--- src/rtl/pattern_serializer_if.sv ---
// Pattern-offer handshake between a stimulus source and the pattern serializer.
// The source drives valid/data/length; the serializer answers with ready.
interface pattern_serializer_if #(
    parameter int WIDTH = 8,
    parameter int LENW  = 4
);
    logic             pat_valid;
    logic [WIDTH-1:0] pat_data;
    logic [LENW-1:0]  pat_len;
    logic             pat_ready;

    modport master (
        output pat_valid,
        output pat_data,
        output pat_len,
        input  pat_ready
    );

    modport slave (
        input  pat_valid,
        input  pat_data,
        input  pat_len,
        output pat_ready
    );
endinterface

--- src/rtl/pattern_serializer.sv ---
// Serial stimulus transmitter: accepts a pattern word, shifts it out MSB-first on 'a'
// one bit per enabled clock, then emits a fixed gap of zeros before the next pattern.
module pattern_serializer #(
    parameter int WIDTH = 8,
    parameter int GAP   = 2,
    parameter int LENW  = 4
) (
    input  logic                 clock,
    input  logic                 reset_n,
    input  logic                 enable,
    pattern_serializer_if.slave  pat,
    output logic                 a,
    output logic                 a_valid,
    output logic                 done,
    output logic [1:0]           state
);

    typedef enum logic [1:0] {
        ST_IDLE  = 2'b00,
        ST_SHIFT = 2'b01,
        ST_GAP   = 2'b10
    } state_t;

    localparam int              GW      = (GAP > 1) ? $clog2(GAP + 1) : 1;
    localparam logic [LENW-1:0] WIDTH_L = LENW'(WIDTH);
    localparam logic [LENW-1:0] ONE_L   = LENW'(1);
    localparam logic [GW-1:0]   GAP_L   = GW'(GAP);
    localparam logic [GW-1:0]   GONE_L  = GW'(1);

    // Zero and over-long lengths both mean "send the full word".
    function automatic logic [LENW-1:0] eff_len(input logic [LENW-1:0] len);
        if ((len == {LENW{1'b0}}) || (len > WIDTH_L)) begin
            eff_len = WIDTH_L;
        end else begin
            eff_len = len;
        end
    endfunction

    state_t           state_r;
    state_t           state_nxt_s;
    logic [WIDTH-1:0] shift_r;
    logic [WIDTH-1:0] shift_nxt_s;
    logic [LENW-1:0]  cnt_r;
    logic [LENW-1:0]  cnt_nxt_s;
    logic [GW-1:0]    gap_r;
    logic [GW-1:0]    gap_nxt_s;
    logic             a_r;
    logic             a_nxt_s;
    logic             a_valid_r;
    logic             a_valid_nxt_s;
    logic             done_r;
    logic             done_nxt_s;
    logic [LENW-1:0]  len_eff_s;
    logic [WIDTH-1:0] shift_load_s;
    logic             pat_ready_s;

    assign pat_ready_s  = (state_r == ST_IDLE);
    assign len_eff_s    = eff_len(pat.pat_len);
    // Left-align so the first bit to send lands at the shift MSB.
    assign shift_load_s = pat.pat_data << (WIDTH_L - len_eff_s);

    // Next-state and next-output logic for the serializer FSM.
    always_comb begin
        state_nxt_s   = state_r;
        shift_nxt_s   = shift_r;
        cnt_nxt_s     = cnt_r;
        gap_nxt_s     = gap_r;
        a_nxt_s       = a_r;
        a_valid_nxt_s = 1'b0;
        done_nxt_s    = 1'b0;
        case (state_r)
            ST_IDLE: begin
                if (pat.pat_valid && pat_ready_s) begin
                    shift_nxt_s = shift_load_s;
                    cnt_nxt_s   = len_eff_s;
                    gap_nxt_s   = GAP_L;
                    state_nxt_s = ST_SHIFT;
                end else begin
                    state_nxt_s = ST_IDLE;
                end
            end
            ST_SHIFT: begin
                if (enable) begin
                    a_nxt_s       = shift_r[WIDTH-1];
                    shift_nxt_s   = {shift_r[WIDTH-2:0], 1'b0};
                    cnt_nxt_s     = cnt_r - ONE_L;
                    a_valid_nxt_s = 1'b1;
                    // A zero count can only come from an upset; treat it as the last bit.
                    if (cnt_r <= ONE_L) begin
                        done_nxt_s = 1'b1;
                        if (GAP == 0) begin
                            state_nxt_s = ST_IDLE;
                        end else begin
                            state_nxt_s = ST_GAP;
                        end
                    end else begin
                        state_nxt_s = ST_SHIFT;
                    end
                end else begin
                    state_nxt_s = ST_SHIFT;
                end
            end
            ST_GAP: begin
                if (enable) begin
                    a_nxt_s   = 1'b0;
                    gap_nxt_s = gap_r - GONE_L;
                    if (gap_r <= GONE_L) begin
                        state_nxt_s = ST_IDLE;
                    end else begin
                        state_nxt_s = ST_GAP;
                    end
                end else begin
                    state_nxt_s = ST_GAP;
                end
            end
            default: begin
                state_nxt_s = ST_IDLE;
                shift_nxt_s = {WIDTH{1'b0}};
                cnt_nxt_s   = {LENW{1'b0}};
                gap_nxt_s   = {GW{1'b0}};
                a_nxt_s     = 1'b0;
            end
        endcase
    end

    // State and output registers with asynchronous active-low reset.
    always_ff @(posedge clock or negedge reset_n) begin
        if (!reset_n) begin
            state_r   <= ST_IDLE;
            shift_r   <= {WIDTH{1'b0}};
            cnt_r     <= {LENW{1'b0}};
            gap_r     <= {GW{1'b0}};
            a_r       <= 1'b0;
            a_valid_r <= 1'b0;
            done_r    <= 1'b0;
        end else begin
            state_r   <= state_nxt_s;
            shift_r   <= shift_nxt_s;
            cnt_r     <= cnt_nxt_s;
            gap_r     <= gap_nxt_s;
            a_r       <= a_nxt_s;
            a_valid_r <= a_valid_nxt_s;
            done_r    <= done_nxt_s;
        end
    end

    assign pat.pat_ready = pat_ready_s;
    assign a             = a_r;
    assign a_valid       = a_valid_r;
    assign done          = done_r;
    assign state         = state_r;

endmodule

--- src/flat_wrapper.sv ---
// flat-port wrapper written by rule: the top's interface ports become plain ports
module pattern_serializer_flat 
#(
    parameter int WIDTH = 8,
    parameter int GAP   = 2,
    parameter int LENW  = 4
)
  (clock, reset_n, enable, a, a_valid, done, state, pat_pat_valid, pat_pat_data, pat_pat_len, pat_pat_ready);
  pattern_serializer_if #(.WIDTH(WIDTH), .LENW(LENW)) pat_i ();
  input  logic clock;
  input  logic reset_n;
  input  logic enable;
  output logic a;
  output logic a_valid;
  output logic done;
  output logic [1:0] state;
  input wire logic [$bits(pat_i.pat_valid)-1:0] pat_pat_valid;
  input wire logic [$bits(pat_i.pat_data)-1:0] pat_pat_data;
  input wire logic [$bits(pat_i.pat_len)-1:0] pat_pat_len;
  output wire logic [$bits(pat_i.pat_ready)-1:0] pat_pat_ready;
  assign pat_i.pat_valid = pat_pat_valid;
  assign pat_i.pat_data = pat_pat_data;
  assign pat_i.pat_len = pat_pat_len;
  assign pat_pat_ready = pat_i.pat_ready;
  pattern_serializer #(.WIDTH(WIDTH), .GAP(GAP), .LENW(LENW)) u_core (.clock(clock), .reset_n(reset_n), .enable(enable), .pat(pat_i), .a(a), .a_valid(a_valid), .done(done), .state(state));
endmodule
--- config.mk ---
export PLATFORM = sky130hd
export DESIGN_NAME = pattern_serializer_flat
export DESIGN_NICKNAME = d
export VERILOG_FILES = /design/src/rtl/pattern_serializer_if.sv /design/src/rtl/pattern_serializer.sv /design/src/flat_wrapper.sv
export SDC_FILE = /design/constraint.sdc
export NUM_CORES = 1
export LEC_CHECK = 0
export BUFFER_PORTS_ARGS = -buffer_cell sky130_fd_sc_hd__buf_2
export CORE_MARGIN = 2
export CORE_UTILIZATION = 35
export CTS_BUF_LIST = sky130_fd_sc_hd__clkbuf_8
export DETAILED_ROUTE_END_ITERATION = 7
export HOLD_SLACK_MARGIN = 0.08
export PLACE_DENSITY = 0.51
export SLEW_MARGIN = 25
export SYNTH_ARGS = -nofsm -noshare
export SYNTH_HDL_FRONTEND = slang
export SYNTH_SLANG_ARGS = --single-unit
--- constraint.sdc ---
create_clock -name clock -period 3.78 [get_ports clock]
set_clock_uncertainty 0.15 [all_clocks]
set_input_delay 0.189 -clock clock [delete_from_list [all_inputs] [get_ports clock]]
set_output_delay 0.189 -clock clock [all_outputs]
set_load 0.01 [all_outputs]
==> out/results.ini, run 1 <==
[critical_path]
cp-end-kind = flip-flop
crit_path_start_kind = flip-flop
crit_arrival_ns = 2.16
cp_max_fo = 15
critPathKind = flip-flop to flip-flop
worstPathRequired_ns = 3.82

[synth]
yosysUniqueCellTypes = 46
synth-seq-cells = 19
synth_simple_gate_area_share = 0.2185
synth_top_family_by_area = compound AO/OA/AOI/OAI gates
syn_area_um2 = 1311
synth-compound-area-share = 0.2252
synthAdderAreaFrac = 0.03817
synthCells = 148
synthArstFlopShare = 1.000
yosys-top-cells-area = dfrtp_1 36%, nand2_1 5.7%, mux2i_1 4.6%, ha_1 3.8%, o21ai_0 3.8%
synthMuxAreaShare = 0.06584
ys_dominant_reg_cell = dfrtp_1
synth_edf_count = 0
yosys.area.top_type_share = 0.3626
avgSynthCellArea_um2 = 8.860
seq_area_frac_synth = 0.3626
synth.yosys.warnings = 0
synth_fp_nets = 168
synth_xor_area_frac = 0.03435
yosysTopAreaCell = dfrtp_1

[sta]
fin_setup_tns_ns = 0
timing.final.setup_violations = 0
slew_headroom = 0.5218
rsz0062_at_grt = no
hold-worst-slack_ns = 0.1179
period_minus_slack_ns = 2.120
min_period_over_period = 0.5608
tightest_slew_ns = 0.7173
max_freq_mhz = 471.7
finalHoldViolations = 0
slew_violations = 0

[die]
die_x_um = 65.21
pin_count = 22
die-height_um = 65.21
core_um2 = 3633
initial_core_util = 0.3609
die_area_um2 = 4252
rows = 22

[finish]
drive_gt1_frac = 0.1856
diodes = 0
nets = 188
syn_to_final_growth_pct = 14.12

[detailed_routing]
vias = 1168
drt_pass1_iterations = 4
avgViaCountPerCell = 5.433
postRouteAntennaNets = 0
drcViolationCount = 0
drt-total-wl_um = 2944
wire_per_inst_um = 13.69
drt_iter0_drc = 89

[power_and_ir_drop]
ir_drop_v = 0.0001956
powerDensity_nw_per_um2 = 695.4
leakagePower_nw = 0.6693

[global_routing]
grt_pass1_wl_um = 5202
track_usage = 0.1555
grt.overflow.total = 0
grt_max_degree = 22
grt_pass1_vias = 1126
antenna_found_initial = 0

[clock_network]
cts_root_buf = clkbuf_8
insertion_delay_ns = 0.25
htreeDepth = 1
cts_buffers = 3
clk_pin_slew_worst_paths_ns = 0.07
cts_tree = built
clkSinkCount = 19
cts.path.max_buffers = 2

[flow_run]
max_cap_viol_count = 0

[outcome]
status = complete, no violations

[placed_design]
place_hpwl_um = 2245
routabilityCongestion = 0.7725
port_buffers = 21

[min_path]
hold_class = input pin to flip-flop

[synthesized netlist by cell type, types with 2 or more instances]
library cell and number:
o22ai_1 4, a31oi_1 2, clkbuf_1 3, o211ai_1 2, a22o_1 4, and2_1 2
nand2b_1 2, ha_1 4, nand2_1 20, o21ai_1 2, a21oi_1 9, nor4b_1 2
o21ai_0 10, o31ai_1 2, inv_1 5, a211oi_1 3, mux2i_1 6, buf_2 3
nand3_1 5, nor3_1 3, nor2_1 12, dfrtp_1 19
[final timing paths]
path,start,end,slack (ns),depth (start not counted)
worst max-delay path,u_core.state[0],u_core.cnt_r[3],1.66,5
worst min-delay path,pat_pat_data[0],u_core.shift_r[0],0.12,3
worst max register to register,u_core.state[0],u_core.cnt_r[3],1.66,5
worst min register to register,u_core.shift_r[7],u_core.a,0.32,2
max in group asynchronous,reset_n,u_core.shift_r[7],2.92,2
min in group asynchronous,reset_n,u_core.cnt_r[1],0.26,2
[what timing repair did]
item                      4_1_cts  5_1_grt
hold endpoints to repair       20        0
buffers inserted                0        0
resized for setup               0        0
hold buffers                    2        0
[cells by family after synthesis]
family                     after synthesis
muxes                                    7
AOI/OAI and AO/OA                       45
and+or+nand+nor                         56
xor gates and xnor gates                 3
adders and majority gates                4
DFF                                     19
buffers and inverters                   14
[through the flow]
| stage | util | instance area, um^2 | power, W | setup WS [ns] | instances |
|---|---|---|---|---|---|
| after floorplan | - | 1311 | 0.0007785 | 1.995 | 148 |
| after global placement | 0.3939 | 1431 | 0.0009070 | 1.470 | 209 |
| after detailed placement | 0.3939 | 1431 | 0.0009113 | 1.434 | 209 |
| after CTS | 0.4118 | 1496 | 0.001050 | 1.646 | 215 |
| after global routing | 0.4118 | 1496 | 0.001148 | 1.469 | 215 |
| final | 0.4118 | 1496 | 0.001041 | 1.660 | 215 |
[per-layer routing]
| metal | vias to the layer above | track usage | part of all wire |
|---|---|---|---|
| met5 | - | 0 | 0 |
| met4 | 0 | 0.07031 | 0.017 |
| met3 | 4 | 0.01027 | 0.042 |
| met2 | 35 | 0.2449 | 0.45 |
| met1 | 550 | 0.2188 | 0.49 |
| li1 | 579 | - | - |
[critical path, stage by stage (launching register included)]
cell      delay, ns
dfrtp_1        0.63
inv_1          0.31
nor2_1         0.50
o311ai_0       0.23
nand2_1        0.11
a22o_1         0.12
[placed cells by master, fill, tap and decap left out, types with 3 or more instances in the layout]
cell      count
mux2i_1       6
o22ai_1       4
a21oi_1       9
ha_1          4
nand2_1      20
dfrtp_1      19
o21ai_0      10
inv_1         6
a22o_1        4
nor2_1       12
nand3_1       5
a211oi_1      3
clkbuf_8      3
nor3_1        3
buf_2        21
[where the power goes]
part / internal, W / total, W / switching [W] / leakage (nW)
Combinational: 0.000215 / 0.000506 / 0.000291 / 0.402
Sequential: 0.000294 / 0.000399 / 0.000106 / 0.240
Clock: 0.0000721 / 0.000135 / 0.0000629 / 0.0269
[flip-flops by register name (all words and copies together) (netlist names)]
name            cells
u_core.a            1
u_core.done         1
u_core.gap_r        2
u_core.state        2
u_core.a_valid      1
u_core.cnt_r        4
u_core.shift_r      8
[layout make-up]
class / instances / area (um^2)
clock buffer: 3 / 41.29
clock inverter: 1 / 3.754
fill: 388 / 2137
inverter: 6 / 27.53
multi-input combinational: 115 / 763.2
sequential: 19 / 475.5
tap: 48 / 60.06
timing repair buffer: 23 / 125.1
(Power assumes the default switching activity.)
==> inputs of run 2 (changes only) <==
==> constraint.sdc (replaced) <==
create_clock -name clock -period 2.1 [get_ports clock]
set_clock_uncertainty 0.15 [all_clocks]
set_input_delay 0.105 -clock clock [delete_from_list [all_inputs] [get_ports clock]]
set_output_delay 0.105 -clock clock [all_outputs]
set_load 0.01 [all_outputs]
==> run 2 against run 1 <==
Compared with the run above: global-route usage up 1.1 points; wire length up 9.7%; setup slack worse by 1.4 ns; critical endpoint unchanged; largest power group unchanged.
==> out/results.ini, run 2 (synthesis gave the netlist of run 1 again) <==
[die]
die_area_um2 = 4252
core_um2 = 3633
rows = 22
die_x_um = 65.21
initial_core_util = 0.3609
die-height_um = 65.21
pin_count = 22

[power_and_ir_drop]
powerDensity_nw_per_um2 = 1269
leakagePower_nw = 0.7079
clkPwrFrac = 0.128
combPwrFrac = 0.530
switchingPower_w = 0.0008717
ir_drop_v = 0.0003942
p_int_w = 0.001110
p_seq_frac = 0.343
switching_share = 0.4398

[finish]
nets = 196
final_cell_mix = 21 x buf_2, 20 x nand2_1, 19 x dfrtp_1
largest_reg_flops = 8
final_common_cell = buf_2
top_regs = u_core.shift_r x8, u_core.cnt_r x4
drive_gt1_frac = 0.2114
top_register = u_core.shift_r
diodes = 0
fillers = 376
syn_to_final_growth_pct = 19.08

[clock_network]
clk_pin_slew_worst_paths_ns = 0.07
cts_root_buf = clkbuf_8
cts_buffers = 3
clkSinkCount = 19
cts.path.max_buffers = 2
ctsResizeCount = 0
cts_tree = built
htreeDepth = 1
insertion_delay_ns = 0.25

[placed_design]
place_hpwl_um = 2446
port_buffers = 21
routabilityCongestion = 0.8417

[sta]
period_minus_slack_ns = 1.881
max_freq_mhz = 531.6
timing.final.setup_violations = 0
hold-worst-slack_ns = 0.1624
finalHoldViolations = 0
slew_headroom = 0.5458
rsz0062_at_grt = no
min_period_over_period = 0.8957
slew_violations = 0
fin_setup_tns_ns = 0
tightest_slew_ns = 0.6788

[critical_path]
critPathKind = flip-flop to flip-flop
timing.rr.end = u_core.cnt_r[3]
worstReg2RegStart = u_core.state[0]
crit_arrival_ns = 1.88
cp_max_fo = 10
reg2reg_depth = 4
crit_path_start_kind = flip-flop
cp-end-kind = flip-flop
reg2reg_setup_slack_ns = 0.22
worstPathRequired_ns = 2.10

[global_routing]
grt_max_degree = 20
grt.overflow.total = 0
grt_pass1_vias = 1141
grt_pass1_wl_um = 5513
antenna_found_initial = 0
track_usage = 0.1661

[detailed_routing]
avgViaCountPerCell = 5.291
vias = 1180
drt_pass1_iterations = 4
drt_iter0_drc = 40
drt-total-wl_um = 3229
drcViolationCount = 0
postRouteAntennaNets = 0
wire_per_inst_um = 14.48

[outcome]
status = complete, no violations

[min_path]
hold_class = input pin to asynchronous set/reset pin

[flow_run]
max_cap_viol_count = 0

-- run 2: metrics by stage --
step | instances | total power (W) | setup WS (ns) | utilization | cell area, um^2
after floorplan | 148 | 0.001401 | 0.3986 | - | 1311
after global placement | 215 | 0.001700 | 0.1708 | 0.4063 | 1476
after detailed placement | 215 | 0.001736 | 0.1583 | 0.4063 | 1476
after CTS | 223 | 0.002000 | 0.2226 | 0.4298 | 1562
after global routing | 223 | 0.002172 | 0.09698 | 0.4298 | 1562
final | 223 | 0.001982 | 0.2190 | 0.4298 | 1562
-- run 2: repair_timing --
| action | 4_1_cts | 5_1_grt |
|---|---|---|
| hold buffers | 4 | 0 |
| buffers inserted | 0 | 0 |
| endpoints found under the setup margin | 0 | 0 |
| endpoints found under the hold margin | 22 | 0 |
-- run 2: power by group through the flow --
stage          clock [W]  combinational (W)  sequential (W)
2_1_floorplan          0           0.000756        0.000646
6_report        0.000253            0.00105        0.000679
4_1_cts         0.000258            0.00106        0.000680
3_3_place_gp           0            0.00103        0.000674
3_5_place_dp           0            0.00105        0.000685
5_1_grt         0.000280            0.00119        0.000701
-- run 2: layer usage --
metal  share of wire  track usage
met5               0            0
met4           0.018      0.05469
met3           0.036      0.01541
met2            0.46       0.2895
met1            0.49       0.2157
-- run 2: worst max-delay path by stage --
stage | startpoint | to | slack, ns | cells after the start
after global placement | pat_pat_len[0] | u_core.shift_r[2] | 0.17 | 8
after floorplan | pat_pat_len[0] | u_core.shift_r[2] | 0.40 | 8
final | u_core.state[0] | u_core.cnt_r[3] | 0.22 | 4
after CTS | u_core.state[0] | u_core.cnt_r[3] | 0.22 | 4
after global routing | u_core.state[0] | u_core.cnt_r[3] | 0.1 | 4
after detailed placement | pat_pat_len[0] | u_core.shift_r[2] | 0.16 | 8
-- run 2: cell type report --
class	count	area [um^2]	area share
Clock buffer	3	41.29	0.02644
Clock inverter	1	3.754	0.002404
Inverter	6	27.53	0.01763
Multi-Input combinational cell	115	763.2	0.4888
Sequential cell	19	475.5	0.3045
Tap cell	48	60.06	0.03846
Timing Repair Buffer	31	190.2	0.1218
-- run 2: worst max-delay path, stage by stage, from the launching register on --
cell and delay (ns):
dfrtp_1 0.49, nand2b_1 0.29, o21ai_1 0.53, nand2_1 0.11, a22o_1 0.20
==> inputs of run 3 (changes only) <==
--- a/config.mk
+++ b/config.mk
@@ -5,6 +5,7 @@
 export SDC_FILE = /design/constraint.sdc
 export NUM_CORES = 1
 export LEC_CHECK = 0
+export ABC_AREA = 1
 export BUFFER_PORTS_ARGS = -buffer_cell sky130_fd_sc_hd__buf_2
 export CORE_MARGIN = 2
 export CORE_UTILIZATION = 35
==> run 3 against run 2 <==
Compared with the run above: setup slack gained 0.17 ns; critical path depth grew 2; core utilization grew 1.3 points; cell count grew 12%; global-route usage grew 0.29 points; maximum frequency grew 10%; count of clock-buffer cells in the layout is the same; via count grew 4.2%; wire length shrank 5.7%; worst hold slack lost 0.034 ns; final area shrank 4.6%; synthesized area shrank 5.5%; critical path type unchanged; critical endpoint is now u_core.shift_r[3]; largest cell class unchanged; largest power group unchanged.
==> out/results.ini, run 3 <==
[synth]
synth.yosys.warnings = 0
synth-seq-cells = 19
seq_area_frac_synth = 0.3838
synthArstFlopShare = 1.000
yosysMostFrequentCell = nand2_1
syn_area_um2 = 1239
yosys.area.top_type_share = 0.3838
synthCells = 174
synth_edf_count = 0
yosysUniqueCellTypes = 27
yosysTopAreaCell = dfrtp_1
synth_fp_nets = 194
avgSynthCellArea_um2 = 7.119
yosys-top-cells-area = dfrtp_1 38%, nand3_1 11%, nand2_1 10%, inv_1 7.6%, nor2_1 4.5%
ys_dominant_reg_cell = dfrtp_1
ys_top_cells_by_count = 34 x nand2_1, 28 x nand3_1, 25 x inv_1

[power_and_ir_drop]
powerDensity_nw_per_um2 = 1337
switchingPower_w = 0.0009080
p_int_w = 0.001083
combPwrFrac = 0.552
leakagePower_nw = 0.7678
p_seq_frac = 0.318
ir_drop_v = 0.0004509
switching_share = 0.4561
clkPwrFrac = 0.130

[sta]
rsz0062_at_grt = no
fin_setup_tns_ns = 0
min_period_over_period = 0.8128
timing.final.setup_violations = 0
slew_violations = 0
period_minus_slack_ns = 1.707
max_freq_mhz = 585.8
finalHoldViolations = 0
slew_headroom = 0.6856
tightest_slew_ns = 0.4673

[die]
die_x_um = 63.49
initial_core_util = 0.3683
die_area_um2 = 4031
pin_count = 22
die-height_um = 63.49
core_um2 = 3363
rows = 21

[placed_design]
routabilityCongestion = 0.9392
port_buffers = 21
place_hpwl_um = 2353
dpl.cell_count = 241

[detailed_routing]
postRouteAntennaNets = 0
wire_per_inst_um = 12.23
top_layer = met4
route.met2.wl_um = 1338
avgViaCountPerCell = 4.940
drt-total-wl_um = 3046
dr_wl_met3_um = 149
vias = 1230
drt_iter0_drc = 52
wl_met1_um = 1508
drt_pass1_iterations = 4
drcViolationCount = 0

[clock_network]
cts.path.max_buffers = 2
post_cts_buffers = 0
clk_pin_slew_worst_paths_ns = 0.07
cts_tree = built
ctsResizeCount = 0
cts_buffers = 3
clkSinkCount = 19
ctsHoldBuffers = 4
cts_root_buf = clkbuf_8
htreeDepth = 1
insertion_delay_ns = 0.26

[finish]
diodes = 0
stdcell_count = 249
regArea_um2 = 475.5
final_cell_mix = 34 x nand2_1, 28 x nand3_1, 26 x inv_1
final_common_cell = nand2_1
drive_gt1_frac = 0.1872
multi_input_area_um2 = 626.9
syn_to_final_growth_pct = 20.20
top_regs = u_core.shift_r x8, u_core.cnt_r x4
nets = 224
largest_reg_flops = 8
fillers = 378
top_register = u_core.shift_r

[min_path]
hold_class = input pin to flip-flop

[global_routing]
grt_pass1_vias = 1207
track_usage = 0.1690
antenna_found_initial = 0
grt_max_degree = 20
grt_pass1_wl_um = 5457
grt.overflow.total = 0

[critical_path]
critPathKind = flip-flop to flip-flop
worstPathRequired_ns = 2.10
crit_path_start_kind = flip-flop
cp_max_fo = 11
crit_arrival_ns = 1.70
cp-end-kind = flip-flop

[flow_run]
max_cap_viol_count = 0

[outcome]
status = complete, no violations

run 3: changes by cell type in the layout (fill, tap and decap cells not counted), moves of 4 or more:
cell     previous run  this run
nand2_1            20        34
a22o_1              4         0
mux2i_1             6         0
inv_1               6        26
inv_2               0         4
o21ai_1             2         7
nand3_1             5        28
run 3: stage by stage:
step / power (W) / hold slack, ns / area (um^2) / utilization / worst slack, ns
after floorplan: 0.001440 / -0.3406 / 1239 / - / 0.5301
after CTS: 0.002012 / 0.1175 / 1489 / 0.4427 / 0.3838
final: 0.001991 / 0.1283 / 1489 / 0.4427 / 0.3931
after global placement: 0.001732 / -0.07907 / 1404 / 0.4174 / 0.3864
after detailed placement: 0.001739 / -0.06523 / 1404 / 0.4174 / 0.3943
after global routing: 0.002206 / 0.1520 / 1489 / 0.4427 / 0.2301
run 3: per-layer routing:
metal / up-vias / global-route usage
li1: 630 / -
met1: 555 / 0.2281
met2: 40 / 0.2776
met3: 5 / 0.01607
met4: 0 / 0.06522
met5: - / 0
run 3: final timing paths:
path,start,to,slack (ns),cells after the start
worst min register to register,u_core.shift_r[7],u_core.shift_r[7],0.35,2
max in group asynchronous,reset_n,u_core.shift_r[0],1.32,2
worst min-delay path,pat_pat_len[1],u_core.cnt_r[1],0.13,5
worst max register to register,u_core.state[1],u_core.shift_r[3],0.39,6
worst max-delay path,u_core.state[1],u_core.shift_r[3],0.39,6
min in group asynchronous,reset_n,u_core.state[1],0.17,2
run 3: layout make-up:
cell class	instances	share of cell area
clock buffer	3	0.02773
tap	46	0.03866
sequential	19	0.3193
multi-input combinational	122	0.4210
timing repair buffer	29	0.1176
inverter	29	0.07311
clock inverter	1	0.002521
run 3: kinds of logic after synthesis:
family | count (synthesis) | share of synthesized area
buffers and inverters | 33 | 0.1101
AND/OR/NAND/NOR | 85 | 0.3081
AO/OA/AOI/OAI | 33 | 0.1576
flip-flops | 19 | 0.3838
adder cells (fa/ha/maj) | 4 | 0.04041
run 3: critical path, cell delays in order (launching register included):
cell and delay, ns:
dfrtp_1 0.39, inv_1 0.11, nor2_1 0.11, nor3_4 0.42, inv_2 0.18, a21oi_1 0.15, a21oi_1 0.08
run 3: power by group through the flow:
stage | combinational (W) | clock (W) | sequential [W]
finish | 0.00110 | 0.000259 | 0.000633
global route | 0.00126 | 0.000290 | 0.000655
CTS | 0.00111 | 0.000270 | 0.000631
detailed placement | 0.00110 | 0 | 0.000637
global placement | 0.00110 | 0 | 0.000634
floorplan | 0.000803 | 0 | 0.000637
